File: config.mk
export PLATFORM = sky130hd
export DESIGN_NAME = spi_shift_engine_flat
export DESIGN_NICKNAME = d
export VERILOG_FILES = /design/src/rtl/spi_pkg.sv /design/src/rtl/spi_shift_engine_if.sv /design/src/rtl/spi_shift_engine_shift_reg.sv /design/src/rtl/spi_shift_engine.sv /design/src/flat_wrapper.sv
export SDC_FILE = /design/constraint.sdc
export NUM_CORES = 1
export LEC_CHECK = 0
export CORE_MARGIN = 4
export CORE_UTILIZATION = 50
export CTS_CLUSTER_DIAMETER = 120
export DETAILED_ROUTE_END_ITERATION = 12
export PLACE_DENSITY_LB_ADDON = 0.2
export SLEW_MARGIN = 0
export SYNTH_ARGS = -nofsm -noshare
export SYNTH_HDL_FRONTEND = slang
export SYNTH_SLANG_ARGS = --single-unit
File: constraint.sdc
create_clock -name clk -period 2.4 [get_ports clk]
set_input_delay 0.48 -clock clk [delete_from_list [all_inputs] [get_ports clk]]
set_output_delay 0.48 -clock clk [all_outputs]
set_load 0.01 [all_outputs]
File: src/rtl/spi_pkg.sv
// Shared SPI encodings: transfer-state codes from the state controller,
// the shift engine's internal FSM type and the default word length.
package spi_pkg;

    localparam int DATA_W_DEF = 8;

    localparam logic [2:0] ST_IDLE   = 3'b000;
    localparam logic [2:0] ST_REG_RD = 3'b001;
    localparam logic [2:0] ST_REG_WR = 3'b010;
    localparam logic [2:0] ST_DOUT   = 3'b011;
    localparam logic [2:0] ST_DIN    = 3'b100;

    typedef enum logic [1:0] {
        E_IDLE   = 2'd0,
        E_LOAD   = 2'd1,
        E_SHIFT  = 2'd2,
        E_FINISH = 2'd3
    } eng_state_t;

    // Codes 101..111 are reserved and behave like IDLE.
    function automatic logic is_active(input logic [2:0] s);
        return (s == ST_REG_RD) || (s == ST_REG_WR) || (s == ST_DOUT) || (s == ST_DIN);
    endfunction

endpackage

File: src/rtl/spi_shift_engine_if.sv
// Controller <-> shift engine bundle, including the serial pins.
// slave = the shift engine, master = controller / SCK generator / pad side.
interface spi_shift_engine_if #(parameter int DATA_W = spi_pkg::DATA_W_DEF);
    logic [2:0]        state;
    logic              sck_rise;
    logic              sck_fall;
    logic [DATA_W-1:0] tx_data;
    logic              miso;
    logic              mosi;
    logic              cs_n;
    logic              sck_en;
    logic              busy;
    logic              done;
    logic [DATA_W-1:0] rx_data;
    logic              rx_valid;

    modport slave (
        input  state, sck_rise, sck_fall, tx_data, miso,
        output mosi, cs_n, sck_en, busy, done, rx_data, rx_valid
    );

    modport master (
        output state, sck_rise, sck_fall, tx_data, miso,
        input  mosi, cs_n, sck_en, busy, done, rx_data, rx_valid
    );
endinterface

File: src/rtl/spi_shift_engine_shift_reg.sv
// spi_shift_reg: parallel-load shift register with serial input and
// selectable direction. Load wins over shift.
module spi_shift_reg #(
    parameter int W = 8
) (
    input  logic         clk,
    input  logic         rst,
    input  logic         load,
    input  logic [W-1:0] load_val,
    input  logic         shift,
    input  logic         lsb_first,
    input  logic         sin,
    output logic [W-1:0] q
);

    // Right shift for LSB-first (serial in at the MSB), else left shift.
    always_ff @(posedge clk) begin
        if (rst)
            q <= '0;
        else if (load)
            q <= load_val;
        else if (shift)
            q <= lsb_first ? {sin, q[W-1:1]} : {q[W-2:0], sin};
    end

endmodule

File: src/rtl/spi_shift_engine.sv
// spi_shift_engine: SPI mode-0 bit engine. Serialises one word on MOSI,
// collects MISO, drives CS and emits a one-clk done pulse per word.
// Build option: define SPI_LSB_FIRST_EN for LSB-first shifting.
module spi_shift_engine
    import spi_pkg::*;
#(
    parameter  int DATA_W = DATA_W_DEF,
    localparam int CNT_W  = $clog2(DATA_W + 1)
) (
    input  logic              clk,
    input  logic              rst,
    spi_shift_engine_if.slave bus
);

`ifdef SPI_LSB_FIRST_EN
    localparam logic LSB_FIRST = 1'b1;
`else
    localparam logic LSB_FIRST = 1'b0;
`endif

    localparam logic [CNT_W-1:0] CNT_FULL = CNT_W'(DATA_W);

    eng_state_t        cur, nxt;
    logic [CNT_W-1:0]  bit_cnt, cnt_d;
    logic [2:0]        mode_q, mode_d;
    logic              mosi_q, mosi_d, cs_n_q, cs_n_d, sck_en_q, sck_en_d;
    logic              busy_q, busy_d, done_q, done_d, rx_valid_q, rx_valid_d;
    logic [DATA_W-1:0] rx_data_q, rx_data_d;
    logic [DATA_W-1:0] tx_q, rx_q;
    logic              tx_load, tx_shift, rx_shift;
    logic              active, rise, fall, tx_head, tx_after;

    assign active   = is_active(bus.state);
    assign rise     = bus.sck_rise;
    // A fall coincident with a rise is illegal; the rise takes precedence.
    assign fall     = bus.sck_fall & ~bus.sck_rise;
    assign tx_head  = LSB_FIRST ? tx_q[0] : tx_q[DATA_W-1];
    assign tx_after = LSB_FIRST ? tx_q[1] : tx_q[DATA_W-2];

    spi_shift_reg #(.W(DATA_W)) u_tx (
        .clk(clk), .rst(rst), .load(tx_load),
        .load_val((bus.state == ST_DIN) ? {DATA_W{1'b1}} : bus.tx_data),
        .shift(tx_shift), .lsb_first(LSB_FIRST), .sin(1'b0), .q(tx_q)
    );

    spi_shift_reg #(.W(DATA_W)) u_rx (
        .clk(clk), .rst(rst), .load(1'b0), .load_val({DATA_W{1'b0}}),
        .shift(rx_shift), .lsb_first(LSB_FIRST), .sin(bus.miso), .q(rx_q)
    );

    // State and registered outputs.
    always_ff @(posedge clk) begin
        if (rst) begin
            cur        <= E_IDLE;
            bit_cnt    <= '0;
            mode_q     <= ST_IDLE;
            mosi_q     <= 1'b0;
            cs_n_q     <= 1'b1;
            sck_en_q   <= 1'b0;
            busy_q     <= 1'b0;
            done_q     <= 1'b0;
            rx_data_q  <= '0;
            rx_valid_q <= 1'b0;
        end else begin
            cur        <= nxt;
            bit_cnt    <= cnt_d;
            mode_q     <= mode_d;
            mosi_q     <= mosi_d;
            cs_n_q     <= cs_n_d;
            sck_en_q   <= sck_en_d;
            busy_q     <= busy_d;
            done_q     <= done_d;
            rx_data_q  <= rx_data_d;
            rx_valid_q <= rx_valid_d;
        end
    end

    // Next state: abort to IDLE whenever the transfer state drops mid-word.
    always_comb begin
        nxt = cur;
        case (cur)
            E_IDLE:   if (active && !busy_q) nxt = E_LOAD;
            E_LOAD:   nxt = active ? E_SHIFT : E_IDLE;
            E_SHIFT: begin
                if (!active)
                    nxt = E_IDLE;
                else if (!rise && fall && bit_cnt == CNT_FULL)
                    nxt = E_FINISH;
            end
            E_FINISH: nxt = E_IDLE;
            default:  nxt = E_IDLE;
        endcase
    end

    // Output / datapath next values for each engine state.
    always_comb begin
        mosi_d     = mosi_q;
        cs_n_d     = cs_n_q;
        sck_en_d   = sck_en_q;
        busy_d     = busy_q;
        done_d     = 1'b0;
        rx_valid_d = 1'b0;
        rx_data_d  = rx_data_q;
        cnt_d      = bit_cnt;
        mode_d     = mode_q;
        tx_load    = 1'b0;
        tx_shift   = 1'b0;
        rx_shift   = 1'b0;
        case (cur)
            E_IDLE: begin
                if (active && !busy_q) begin
                    tx_load = 1'b1;
                    mode_d  = bus.state;
                    cnt_d   = '0;
                    cs_n_d  = 1'b0;
                    busy_d  = 1'b1;
                end
            end
            E_LOAD, E_SHIFT: begin
                if (!active) begin
                    cs_n_d   = 1'b1;
                    sck_en_d = 1'b0;
                    busy_d   = 1'b0;
                    mosi_d   = 1'b0;
                end else if (cur == E_LOAD) begin
                    mosi_d   = tx_head;
                    sck_en_d = 1'b1;
                end else if (rise) begin
                    rx_shift = 1'b1;
                    cnt_d    = bit_cnt + CNT_W'(1);
                end else if (fall) begin
                    if (bit_cnt < CNT_FULL) begin
                        tx_shift = 1'b1;
                        mosi_d   = tx_after;
                    end else if (bit_cnt == CNT_FULL) begin
                        sck_en_d = 1'b0;
                    end
                end
            end
            E_FINISH: begin
                done_d = 1'b1;
                cs_n_d = 1'b1;
                busy_d = 1'b0;
                mosi_d = 1'b0;
                // Mode was latched at word start; DOUT words return no data.
                if (mode_q != ST_DOUT) begin
                    rx_data_d  = rx_q;
                    rx_valid_d = 1'b1;
                end
            end
            default: ;
        endcase
    end

    assign bus.mosi     = mosi_q;
    assign bus.cs_n     = cs_n_q;
    assign bus.sck_en   = sck_en_q;
    assign bus.busy     = busy_q;
    assign bus.done     = done_q;
    assign bus.rx_data  = rx_data_q;
    assign bus.rx_valid = rx_valid_q;

endmodule
File: src/flat_wrapper.sv
// flat-port wrapper written by rule: the top's interface ports become plain ports
module spi_shift_engine_flat import spi_pkg::*;
#(
    parameter  int DATA_W = DATA_W_DEF,
    localparam int CNT_W  = $clog2(DATA_W + 1)
)
  (clk, rst, bus_state, bus_sck_rise, bus_sck_fall, bus_tx_data, bus_miso, bus_mosi, bus_cs_n, bus_sck_en, bus_busy, bus_done, bus_rx_data, bus_rx_valid);
  spi_shift_engine_if #(.DATA_W(DATA_W)) bus_i ();
  input  logic clk;
  input  logic rst;
  input wire logic [$bits(bus_i.state)-1:0] bus_state;
  input wire logic [$bits(bus_i.sck_rise)-1:0] bus_sck_rise;
  input wire logic [$bits(bus_i.sck_fall)-1:0] bus_sck_fall;
  input wire logic [$bits(bus_i.tx_data)-1:0] bus_tx_data;
  input wire logic [$bits(bus_i.miso)-1:0] bus_miso;
  output wire logic [$bits(bus_i.mosi)-1:0] bus_mosi;
  output wire logic [$bits(bus_i.cs_n)-1:0] bus_cs_n;
  output wire logic [$bits(bus_i.sck_en)-1:0] bus_sck_en;
  output wire logic [$bits(bus_i.busy)-1:0] bus_busy;
  output wire logic [$bits(bus_i.done)-1:0] bus_done;
  output wire logic [$bits(bus_i.rx_data)-1:0] bus_rx_data;
  output wire logic [$bits(bus_i.rx_valid)-1:0] bus_rx_valid;
  assign bus_i.state = bus_state;
  assign bus_i.sck_rise = bus_sck_rise;
  assign bus_i.sck_fall = bus_sck_fall;
  assign bus_i.tx_data = bus_tx_data;
  assign bus_i.miso = bus_miso;
  assign bus_mosi = bus_i.mosi;
  assign bus_cs_n = bus_i.cs_n;
  assign bus_sck_en = bus_i.sck_en;
  assign bus_busy = bus_i.busy;
  assign bus_done = bus_i.done;
  assign bus_rx_data = bus_i.rx_data;
  assign bus_rx_valid = bus_i.rx_valid;
  spi_shift_engine #(.DATA_W(DATA_W)) u_core (.clk(clk), .rst(rst), .bus(bus_i));
endmodule
==> reports/results.ini <==
[run_status]
status = finished, final reports clean

[worst_setup_path]
rrSetupSlack_ns = 0.37
rr_endpoint = u_core.bit_cnt[3]$_SDFFE_PP0P_
crit_type = flip-flop to flip-flop
rr_startpoint = u_core.cur[0]$_SDFFE_PP0P_
cp_data_required_time_ns = 2.56
cp_slowest_stage_delay_ns = 0.42
crit_fanout = 8
arrival_ns = 2.19
crit_start = u_core.cur[0]$_SDFFE_PP0P_
ff2ff_path_depth = 6
worstSetupEndpointType = flip-flop
worstSetupStartpointType = flip-flop
worstPathCellList = inv_1 > ha_1 > mux2i_1 > a211o_1 > o311ai_0 > o31ai_1
endpoint = u_core.bit_cnt[3]$_SDFFE_PP0P_
crit_slowest_cell = ha_1

[power]
p_seq_share_pct = 44.0
clockPowerShare_pct = 31.8
power_uw = 1698
p_int_uw = 1211
leakage_uw = 0.001005
vdd_drop_max_mv = 0.3944
netSwitchingPower_uw = 486.4
combPwrFrac_pct = 24.2
p_per_area_nw_per_um2 = 741.4
swShare_pct = 28.66

[global_route]
grt_pass1_vias = 1474
grt_pass1_wl_um = 6617
grt_antenna_before_repair = 0
grt_remaining_overflow = 0
grt_max_degree = 19
track_usage_pct = 18.70

[final_layout]
drive_gt1_share_pct = 12.78
post-route-cell-area_um2 = 2290
fin_nets = 249
diodes = 0
syn_to_final_growth_pct = 25.43

[sta]
tns_ns = 0
maxSlewHeadroom_pct = 67.36
fin_ws_ns = 0.3666
final.min_clock_period_ns = 2.033
fmax_mhz = 491.8
finalMaxSlewViolations = 0
finalHoldViolCount = 0
fin_crit_sh_pct = 84.72
clock_skew_ns = 0.004665
setup_viol_count_final = 0
rsz0062_at_grt = no
worst-slew-pin-transition_ns = 0.4885

[floorplanning]
pin_count = 30
die_h_um = 68.43
rows = 21
die_area_um2 = 4682
die_w_um = 68.43
start_util_pct = 53.04
core-area_um2 = 3442

[min_path]
worstHoldPathCells = 2
hp-class = flip-flop to flip-flop

[synth]
yosys_warnings = 0
synth_edf_count = 0
synth.distinct_cells = 44
synthCells = 192
synth_nets = 215
async_flop_share_pct = 0
synth-seq-cells = 39
seq_area_frac_synth_pct = 42.77
syn_area_um2 = 1826
avgSynthCellArea_um2 = 9.508
synth-main-ff-cell = dfxtp_1

[drt]
drc = 0
first_pass_iters = 4
viasPerCell = 5.593
avgRoutedWirePerCell_um = 14.53
ant_nets = 0
num_vias = 1527
wirelength_um = 3966
first_iter_violations = 140

[cts]
holdBufCountCts = 0
ctsResizeCount = 0
cts_sinks = 39
post-cts-setup-buffers = 0
clkTransAtPathRegs_ns = 0.08
cts_tree = done
clockBufferDepth = 2
worstSkewPairLatency_ns = 0.29
cts_buffers = 5
root_buffer = clkbuf_8
cts_max_level = 2

[flow_run]
drv_cap = 0

[placement]
dp_slack_ns = 0.1272
dp_hpwl_um = 2989
place_area_um2 = 2177
place_congestion = 0.8510
io_buffers = 29

Yosys cell counts (2+ instances only):
cell type  count  share of area (%)
dfxtp_1       39                 43
nor2_1        24                4.9
mux2i_1       23                 13
inv_1         14                2.9
a21oi_1       11                3.0
ha_1           7                4.8
o221a_2        7                4.3
nand2_1        6                1.2
a211o_1        3                1.4
buf_2          3               0.82
nand2b_1       3                1.0
nand4_1        3                1.0
nor2b_1        3                1.0
nor3_1         3               0.82
o21ai_1        3               0.82
o31ai_1        3                1.2
or3_1          3                1.0
a31oi_1        2               0.69
buf_1          2               0.41
clkbuf_1       2               0.41
nand3_1        2               0.55
o21a_1         2               0.82
o21ai_0        2               0.55
o311ai_0       2               0.96
state kept, by name, indices dropped and copies added (netlist names), 2 cells and up:
register,cells
u_core.bit_cnt,4
u_core.cur,2
u_core.mode_q,3
u_core.u_tx.q,8
u_core.bus.rx_data,8
u_core.u_rx.q,8
worst min-delay path by stage:
stage	endpoint	from	slack (ns)
after CTS	u_core.bus.mosi$_SDFFE_PP0P_	u_core.bus.mosi$_SDFFE_PP0P_	0.48
after global placement	u_core.bus.mosi$_SDFFE_PP0P_	u_core.bus.mosi$_SDFFE_PP0P_	0.46
after detailed placement	u_core.u_tx.q[0]$_SDFFE_PP0P_	u_core.u_tx.q[0]$_SDFFE_PP0P_	0.47
final	u_core.bus.sck_en$_SDFFE_PP0P_	u_core.bus.sck_en$_SDFFE_PP0P_	0.47
after floorplan	u_core.u_tx.q[0]$_SDFFE_PP0P_	u_core.u_tx.q[0]$_SDFFE_PP0P_	0.45
after global routing	u_core.u_tx.q[0]$_SDFFE_PP0P_	u_core.u_tx.q[0]$_SDFFE_PP0P_	0.49
placed cells by master (no fill, tap or decap), drive strengths merged, types with 2 or more instances in the layout:
cell type and n:
dfxtp 39, nor2 24, o21ai 6, nand4 3, or3 4, mux2i 23, a211o 3, a21oi 11
o21a 2, clkinv 2, clkdlybuf4s50 29, nor2b 3, nand3 3, clkbuf 5, o221a 7, nor3 3
buf 6, a31oi 2, o31ai 3, o311ai 2, nand2 7, nand2b 3, inv 14, ha 7
cell type report:
type	count	area, um^2
Inverter	14	52.55
Sequential cell	39	780.7
Clock inverter	3	43.79
Tap cell	46	57.56
Clock buffer	5	68.82
Multi-Input combinational cell	131	950.9
Fill cell	280	1152
Timing Repair Buffer	35	335.3
through the flow:
step	hold slack (ns)	std cells	utilization, %
5_1_grt	0.4875	273	66.52
6_report	0.4737	273	66.52
4_1_cts	0.4760	273	66.52
2_1_floorplan	0.4481	192	-
3_5_place_dp	0.4673	265	63.25
3_3_place_gp	0.4605	265	63.25
power by group through the flow:
| stage | sequential, uW | combinational (uW) | clock [uW] |
|---|---|---|---|
| detailed placement | 763 | 406 | 0 |
| floorplan | 756 | 285 | 0 |
| global placement | 758 | 395 | 0 |
| global route | 755 | 448 | 580 |
| finish | 747 | 411 | 540 |
| CTS | 747 | 408 | 553 |
layer usage:
metal	routed length, um	GRT usage, %	part of all wire [%]
met1	1740	23.34	44
met4	45	5.955	1.1
met5	0	0	0
met2	1947	31.23	49
met3	232	4.762	5.8
critical path: cells and delay by family (launching register included):
kind	cells	cell delay [ns]
mux	1	0.16
compound gates	3	0.83
fa+ha+maj	1	0.42
flops	1	0.39
buf+inv	1	0.10
cell families (layout without fill, tap and decap cells):
kind of cell             after synthesis  in the layout  share of synthesized area (%)
AND/OR/NAND/NOR                       58             58                          16.79
AO/OA/AOI/OAI                         43             43                          17.89
flip-flops                            39             39                          42.77
multiplexers                          23             23                          12.61
buffers and inverters                 22             57                          5.141
adder cells (fa/ha/maj)                7              7                          4.798
Note: power is estimated with default switching activity, not from simulation.
